`src/rtl/ship_life_controller.sv`:
```
// rtl/ship_life_controller.sv - ship life, respawn, explosion and heading controller
// State, lives, heading and the status outputs are all registered; status flags follow the next state.
module ship_life_controller #(
  parameter int LIVES       = 3,
  parameter int DEAD_FRAMES = 120,
  parameter int ROT_FRAMES  = 4
) (
  input  logic       iPClk,
  input  logic       iRst,
  input  logic       iFrameTick,
  input  logic       iStart,
  input  logic       iLeft,
  input  logic       iRight,
  input  logic       iShipActive,
  output logic       oRestart,
  output logic [2:0] oAngle,
  output logic [1:0] oLives,
  output logic       oExplode,
  output logic       oGameOver
);

  localparam logic [1:0] LIVES_L    = 2'(LIVES);
  localparam logic [7:0] DEAD_L     = 8'(DEAD_FRAMES);
  localparam logic [3:0] ROT_LAST_L = 4'(ROT_FRAMES - 1);

  typedef enum logic [2:0] {
    S_IDLE,
    S_RESPAWN,
    S_PLAY,
    S_DEAD,
    S_OVER
  } state_t;

  state_t     state_q, state_d;
  logic       start_q;
  logic       start_ev;
  logic [1:0] lives_q, lives_d;
  logic [2:0] angle_q, angle_d;
  logic [7:0] dead_cnt_q, dead_cnt_d;
  logic [3:0] rot_cnt_q, rot_cnt_d;
  logic       restart_q, explode_q, over_q;

  assign start_ev = iStart & ~start_q;

  always_comb begin
    state_d    = state_q;
    lives_d    = lives_q;
    angle_d    = angle_q;
    dead_cnt_d = dead_cnt_q;
    rot_cnt_d  = '0;
    case (state_q)
      S_IDLE, S_OVER: begin
        if (start_ev) begin
          lives_d = LIVES_L;
          state_d = S_RESPAWN;
        end
      end
      S_RESPAWN: state_d = S_PLAY;
      S_PLAY: begin
        // A ship loss outranks any rotation step arriving on the same frame tick.
        if (!iShipActive) begin
          if (lives_q == 2'd0) begin
            state_d = S_OVER;
          end else begin
            lives_d    = lives_q - 2'd1;
            dead_cnt_d = DEAD_L;
            state_d    = S_DEAD;
          end
        end else if (iLeft ^ iRight) begin
          rot_cnt_d = rot_cnt_q;
          if (iFrameTick) begin
            if (rot_cnt_q == ROT_LAST_L) begin
              rot_cnt_d = '0;
              angle_d   = iLeft ? angle_q + 3'd1 : angle_q - 3'd1;
            end else begin
              rot_cnt_d = rot_cnt_q + 4'd1;
            end
          end
        end
      end
      S_DEAD: begin
        if (iFrameTick) begin
          if (dead_cnt_q <= 8'd1) begin
            dead_cnt_d = '0;
            state_d    = S_RESPAWN;
          end else begin
            dead_cnt_d = dead_cnt_q - 8'd1;
          end
        end
      end
      default: state_d = S_IDLE;
    endcase
    if (state_d == S_RESPAWN) begin
      angle_d = '0;
    end
  end

  always_ff @(posedge iPClk or negedge iRst) begin
    if (!iRst) begin
      state_q    <= S_IDLE;
      start_q    <= 1'b0;
      lives_q    <= LIVES_L;
      angle_q    <= '0;
      dead_cnt_q <= '0;
      rot_cnt_q  <= '0;
      restart_q  <= 1'b0;
      explode_q  <= 1'b0;
      over_q     <= 1'b0;
    end else begin
      state_q    <= state_d;
      start_q    <= iStart;
      lives_q    <= lives_d;
      angle_q    <= angle_d;
      dead_cnt_q <= dead_cnt_d;
      rot_cnt_q  <= rot_cnt_d;
      restart_q  <= (state_d == S_RESPAWN);
      explode_q  <= (state_d == S_DEAD);
      over_q     <= (state_d == S_OVER);
    end
  end

  assign oRestart  = restart_q;
  assign oAngle    = angle_q;
  assign oLives    = lives_q;
  assign oExplode  = explode_q;
  assign oGameOver = over_q;

endmodule

```
`config.mk`:
```
export PLATFORM = sky130hd
export DESIGN_NAME = ship_life_controller
export DESIGN_NICKNAME = d
export VERILOG_FILES = /design/src/rtl/ship_life_controller.sv
export SDC_FILE = /design/constraint.sdc
export NUM_CORES = 1
export LEC_CHECK = 0
export BUFFER_PORTS_ARGS = -buffer_cell sky130_fd_sc_hd__buf_2
export CORE_ASPECT_RATIO = 0.9
export CORE_MARGIN = 5
export CORE_UTILIZATION = 45
export CTS_BUF_LIST = sky130_fd_sc_hd__clkbuf_16
export CTS_CLUSTER_DIAMETER = 50
export CTS_CLUSTER_SIZE = 10
export DETAILED_ROUTE_END_ITERATION = 8
export PLACE_DENSITY_LB_ADDON = 0.25
export SYNTH_ARGS = -nofsm -noshare
export SYNTH_HDL_FRONTEND = slang
export SYNTH_SLANG_ARGS = --single-unit
```
`constraint.sdc`:
```
create_clock -name iPClk -period 2.2 [get_ports iPClk]
set_clock_uncertainty 0.05 [all_clocks]
set_input_delay 0 -clock iPClk [delete_from_list [all_inputs] [get_ports iPClk]]
set_output_delay 0 -clock iPClk [all_outputs]
set_load 0.1 [all_outputs]
```
==> flow_summary.json <==
{
  "timing.rr.start": "dead_cnt_q[4]",
  "routed-via-count": 960,
  "min-delay-start": "iFrameTick",
  "synthXorXnorAreaFrac_pct": 3.260,
  "relSlewSlack_pct": 65.13,
  "worst_pin_slew_ns": 0.5230,
  "areaGrowthSynthToFinish_pct": 15.44,
  "yosys.area_share.simple_pct": 26.75,
  "met2_usage_pct": 23.31,
  "grtUsageMet1_pct": 18.01,
  "synthFlopType": "dfrtp_1",
  "synthMuxAreaShare_pct": 3.068,
  "grt_max_degree": 25,
  "hold_viol_final": 0,
  "drt_pass1_iterations": 4,
  "drive_gt1_share_pct": 20.69,
  "diodes": 0,
  "synth.avg_cell_area_um2": 10.20,
  "netlist_area_mm2": 0.001305,
  "start_kind": "register",
  "wl_mm": 2.386,
  "min_to": "rot_cnt_q[2]",
  "antenna_found_initial": 0,
  "maxCapViolations": 0,
  "pin_count": 15,
  "whs_path_depth": 3,
  "grt_most_used_layer": "met2",
  "wl_per_cell_um": 12.90,
  "finalSetupViolCount": 0,
  "p_total_mw": 1.790,
  "htree_levels": 1,
  "start_util_pct": 47.11,
  "ant_nets": 0,
  "placementRows": 18,
  "viasPerCell": 5.189,
  "finalCritPeriodShare_pct": 79.57,
  "postCtsResizedCells": 0,
  "dpl.hpwl_mm": 1.782,
  "crit_type": "register to register",
  "fillers": 248,
  "holdCritPathClass": "input pin to register",
  "status": "completed",
  "setup_tns_ns": 0,
  "clock_path_buffers": 2,
  "clock-root-buffer": "clkbuf_16",
  "final.min_clock_period_ns": 1.750,
  "grtUsageMet3_pct": 3.650,
  "rsz0062_at_grt": "false",
  "drcViolationCount": 0,
  "synth-compound-area-share_pct": 11.12,
  "ir_drop_mv": 1.082,
  "synth_edf_count": 0,
  "leakagePower_nw": 0.6933,
  "drt_iter0_drc": 22,
  "clkSinkCount": 24,
  "drv_slew": 0,
  "fp.coreArea_mm2": 0.002770,
  "reg2regPathDepth": 4,
  "critPathMaxFanout": 5,
  "grt_pass1_wl_mm": 4.360,
  "cts_buffers": 3,
  "synth_cells": 128,
  "grt-ovfl-total": 0,
  "synth_seq_cells": 24,
  "cp.arrival_ns": 1.83,
  "crit_required_ns": 2.28,
  "die_h_um": 61.09,
  "power_density_mw_per_mm2": 1188,
  "ys_async_sr_fraction_pct": 100.0,
  "path_clk_slew_ns": 0.06,
  "io_buffers": 14,
  "track_usage_pct": 13.96,
  "nets": 158,
  "clk_latency_ns": 0.25,
  "gp_congestion": 0.8258,
  "die_x_um": 66.77,
  "reg2reg_slack_ns": 0.45,
  "synth_fa_ha_area_share_pct": 5.369,
  "synth_top_family_by_area": "simple AND/OR/NAND/NOR gates",
  "synth.distinct_cells": 46,
  "ys_seq_area_share_pct": 46.21,
  "cts_tree": "done",
  "grt_pass1_vias": 1000,
  "critPathCaptureType": "register",
  "dieArea_mm2": 0.004079,
  "fmaxAchievable_mhz": 571.3,
  "timing.rr.end": "dead_cnt_q[4]",
  "syn_nets": 140,
  "yosysWarningCount": 0
}
==> cells in the final DEF (no fill, tap or decap), types with 2 or more instances in the layout <==
cell,netlist,layout
dfrtp_1,22,22
buf_2,2,14
nand2_1,12,12
nor2_1,11,11
inv_1,8,8
a21oi_1,6,6
nor3_1,5,5
a31oi_1,4,4
mux2i_1,4,4
nor2b_1,4,4
ha_1,4,4
nand2b_1,3,3
o21ai_0,3,3
xor2_1,3,3
clkbuf_16,0,3
nand4_1,2,2
and2_1,2,2
nand4b_1,2,2
nor4b_1,2,2
dlygate4sd3_1,0,2
dfstp_2,2,2
==> cell type report <==
type	count	area [um2]	share of cell area, %
repair buffers	17	97.59	6.478
inverters	8	30.03	1.993
clock buffers	3	75.07	4.983
clock inverters	1	3.754	0.2492
well taps	40	50.05	3.322
multi-input cells	92	646.9	42.94
flip-flops and latches	24	603.1	40.03
==> power breakdown <==
group          internal [mW]  switching, mW  leakage [nW]
Clock                  0.242          0.140        0.0385
Sequential             0.551          0.115         0.292
Combinational          0.233          0.508         0.362
==> cell usage after synthesis, drive strengths merged, types with 2 or more instances <==
cell,instances,share of area (%)
nor3,5,1.9
dfstp,2,4.0
nor2b,4,1.9
nand4,3,1.9
and3b,2,1.4
o21ai,4,1.5
nor2,11,3.2
a21oi,6,2.3
and2,2,0.96
xor2,4,3.3
and3,2,1.1
nand2,12,3.5
nand4b,2,1.3
mux2i,4,3.1
nor4b,3,2.5
a31oi,5,2.9
dfrtp,22,42
nand2b,3,1.4
buf,3,1.6
ha,4,3.8
inv,8,2.3
==> per-layer routing <==
metal | vias to the layer above | share of wire [%]
li1 | 485 | -
met1 | 452 | 49
met2 | 19 | 45
met3 | 4 | 4.1
met4 | 0 | 1.4
met5 | - | 0
==> worst max-delay path: stages (launching register included) <==
cell,delay (ns)
dfrtp_1,0.42
nor4_2,0.49
and3_1,0.29
o21ai_1,0.08
a221o_1,0.30
==> kinds of logic (layout without fill, tap and decap cells) <==
kind of cell | after synthesis | in the layout
xor+xnor | 4 | 4
mux | 4 | 4
simple gates | 57 | 57
compound gates | 22 | 22
flops | 24 | 24
buf+inv | 12 | 29
fa+ha+maj | 5 | 5
==> registers in the layout (all words and copies together), names as in the netlist, 2 cells and up <==
register and cells:
dead_cnt_q 8, oAngle 3, rot_cnt_q 4, state_q 3
oLives 2
==> what timing repair did <==
action / 4_1_cts / 5_1_grt
endpoints found under the setup margin: 0 / 0
setup buffers: 0 / 0
endpoints found under the hold margin: 23 / 0
hold buffers: 2 / 0
==> how the worst max path moves through the flow <==
stage	to	cells after the start	slack, ns	from
6_report	dead_cnt_q[4]	4	0.45	dead_cnt_q[4]
3_5_place_dp	dead_cnt_q[4]	4	0.47	dead_cnt_q[4]
2_1_floorplan	oAngle[2]	4	0.18	oAngle[0]
4_1_cts	dead_cnt_q[4]	4	0.46	dead_cnt_q[4]
5_1_grt	oAngle[1]	4	0.33	dead_cnt_q[4]
3_3_place_gp	oAngle[0]	6	0.55	oLives[0]
==> per-stage QoR <==
stage / util (%) / std cells / area [um2] / hold WS (ns) / worst slack [ns]
5_1_grt: 54.38 / 185 / 1506 / 0.05849 / 0.3265
3_5_place_dp: 50.81 / 179 / 1408 / -0.03607 / 0.4743
6_report: 54.38 / 185 / 1506 / 0.05096 / 0.4495
4_1_cts: 54.38 / 185 / 1506 / 0.05064 / 0.4625
2_1_floorplan: - / 128 / 1305 / -0.3456 / 0.1834
3_3_place_gp: 50.81 / 179 / 1408 / -0.04085 / 0.5454
No activity file was read; power rests on OpenSTA's default activity.
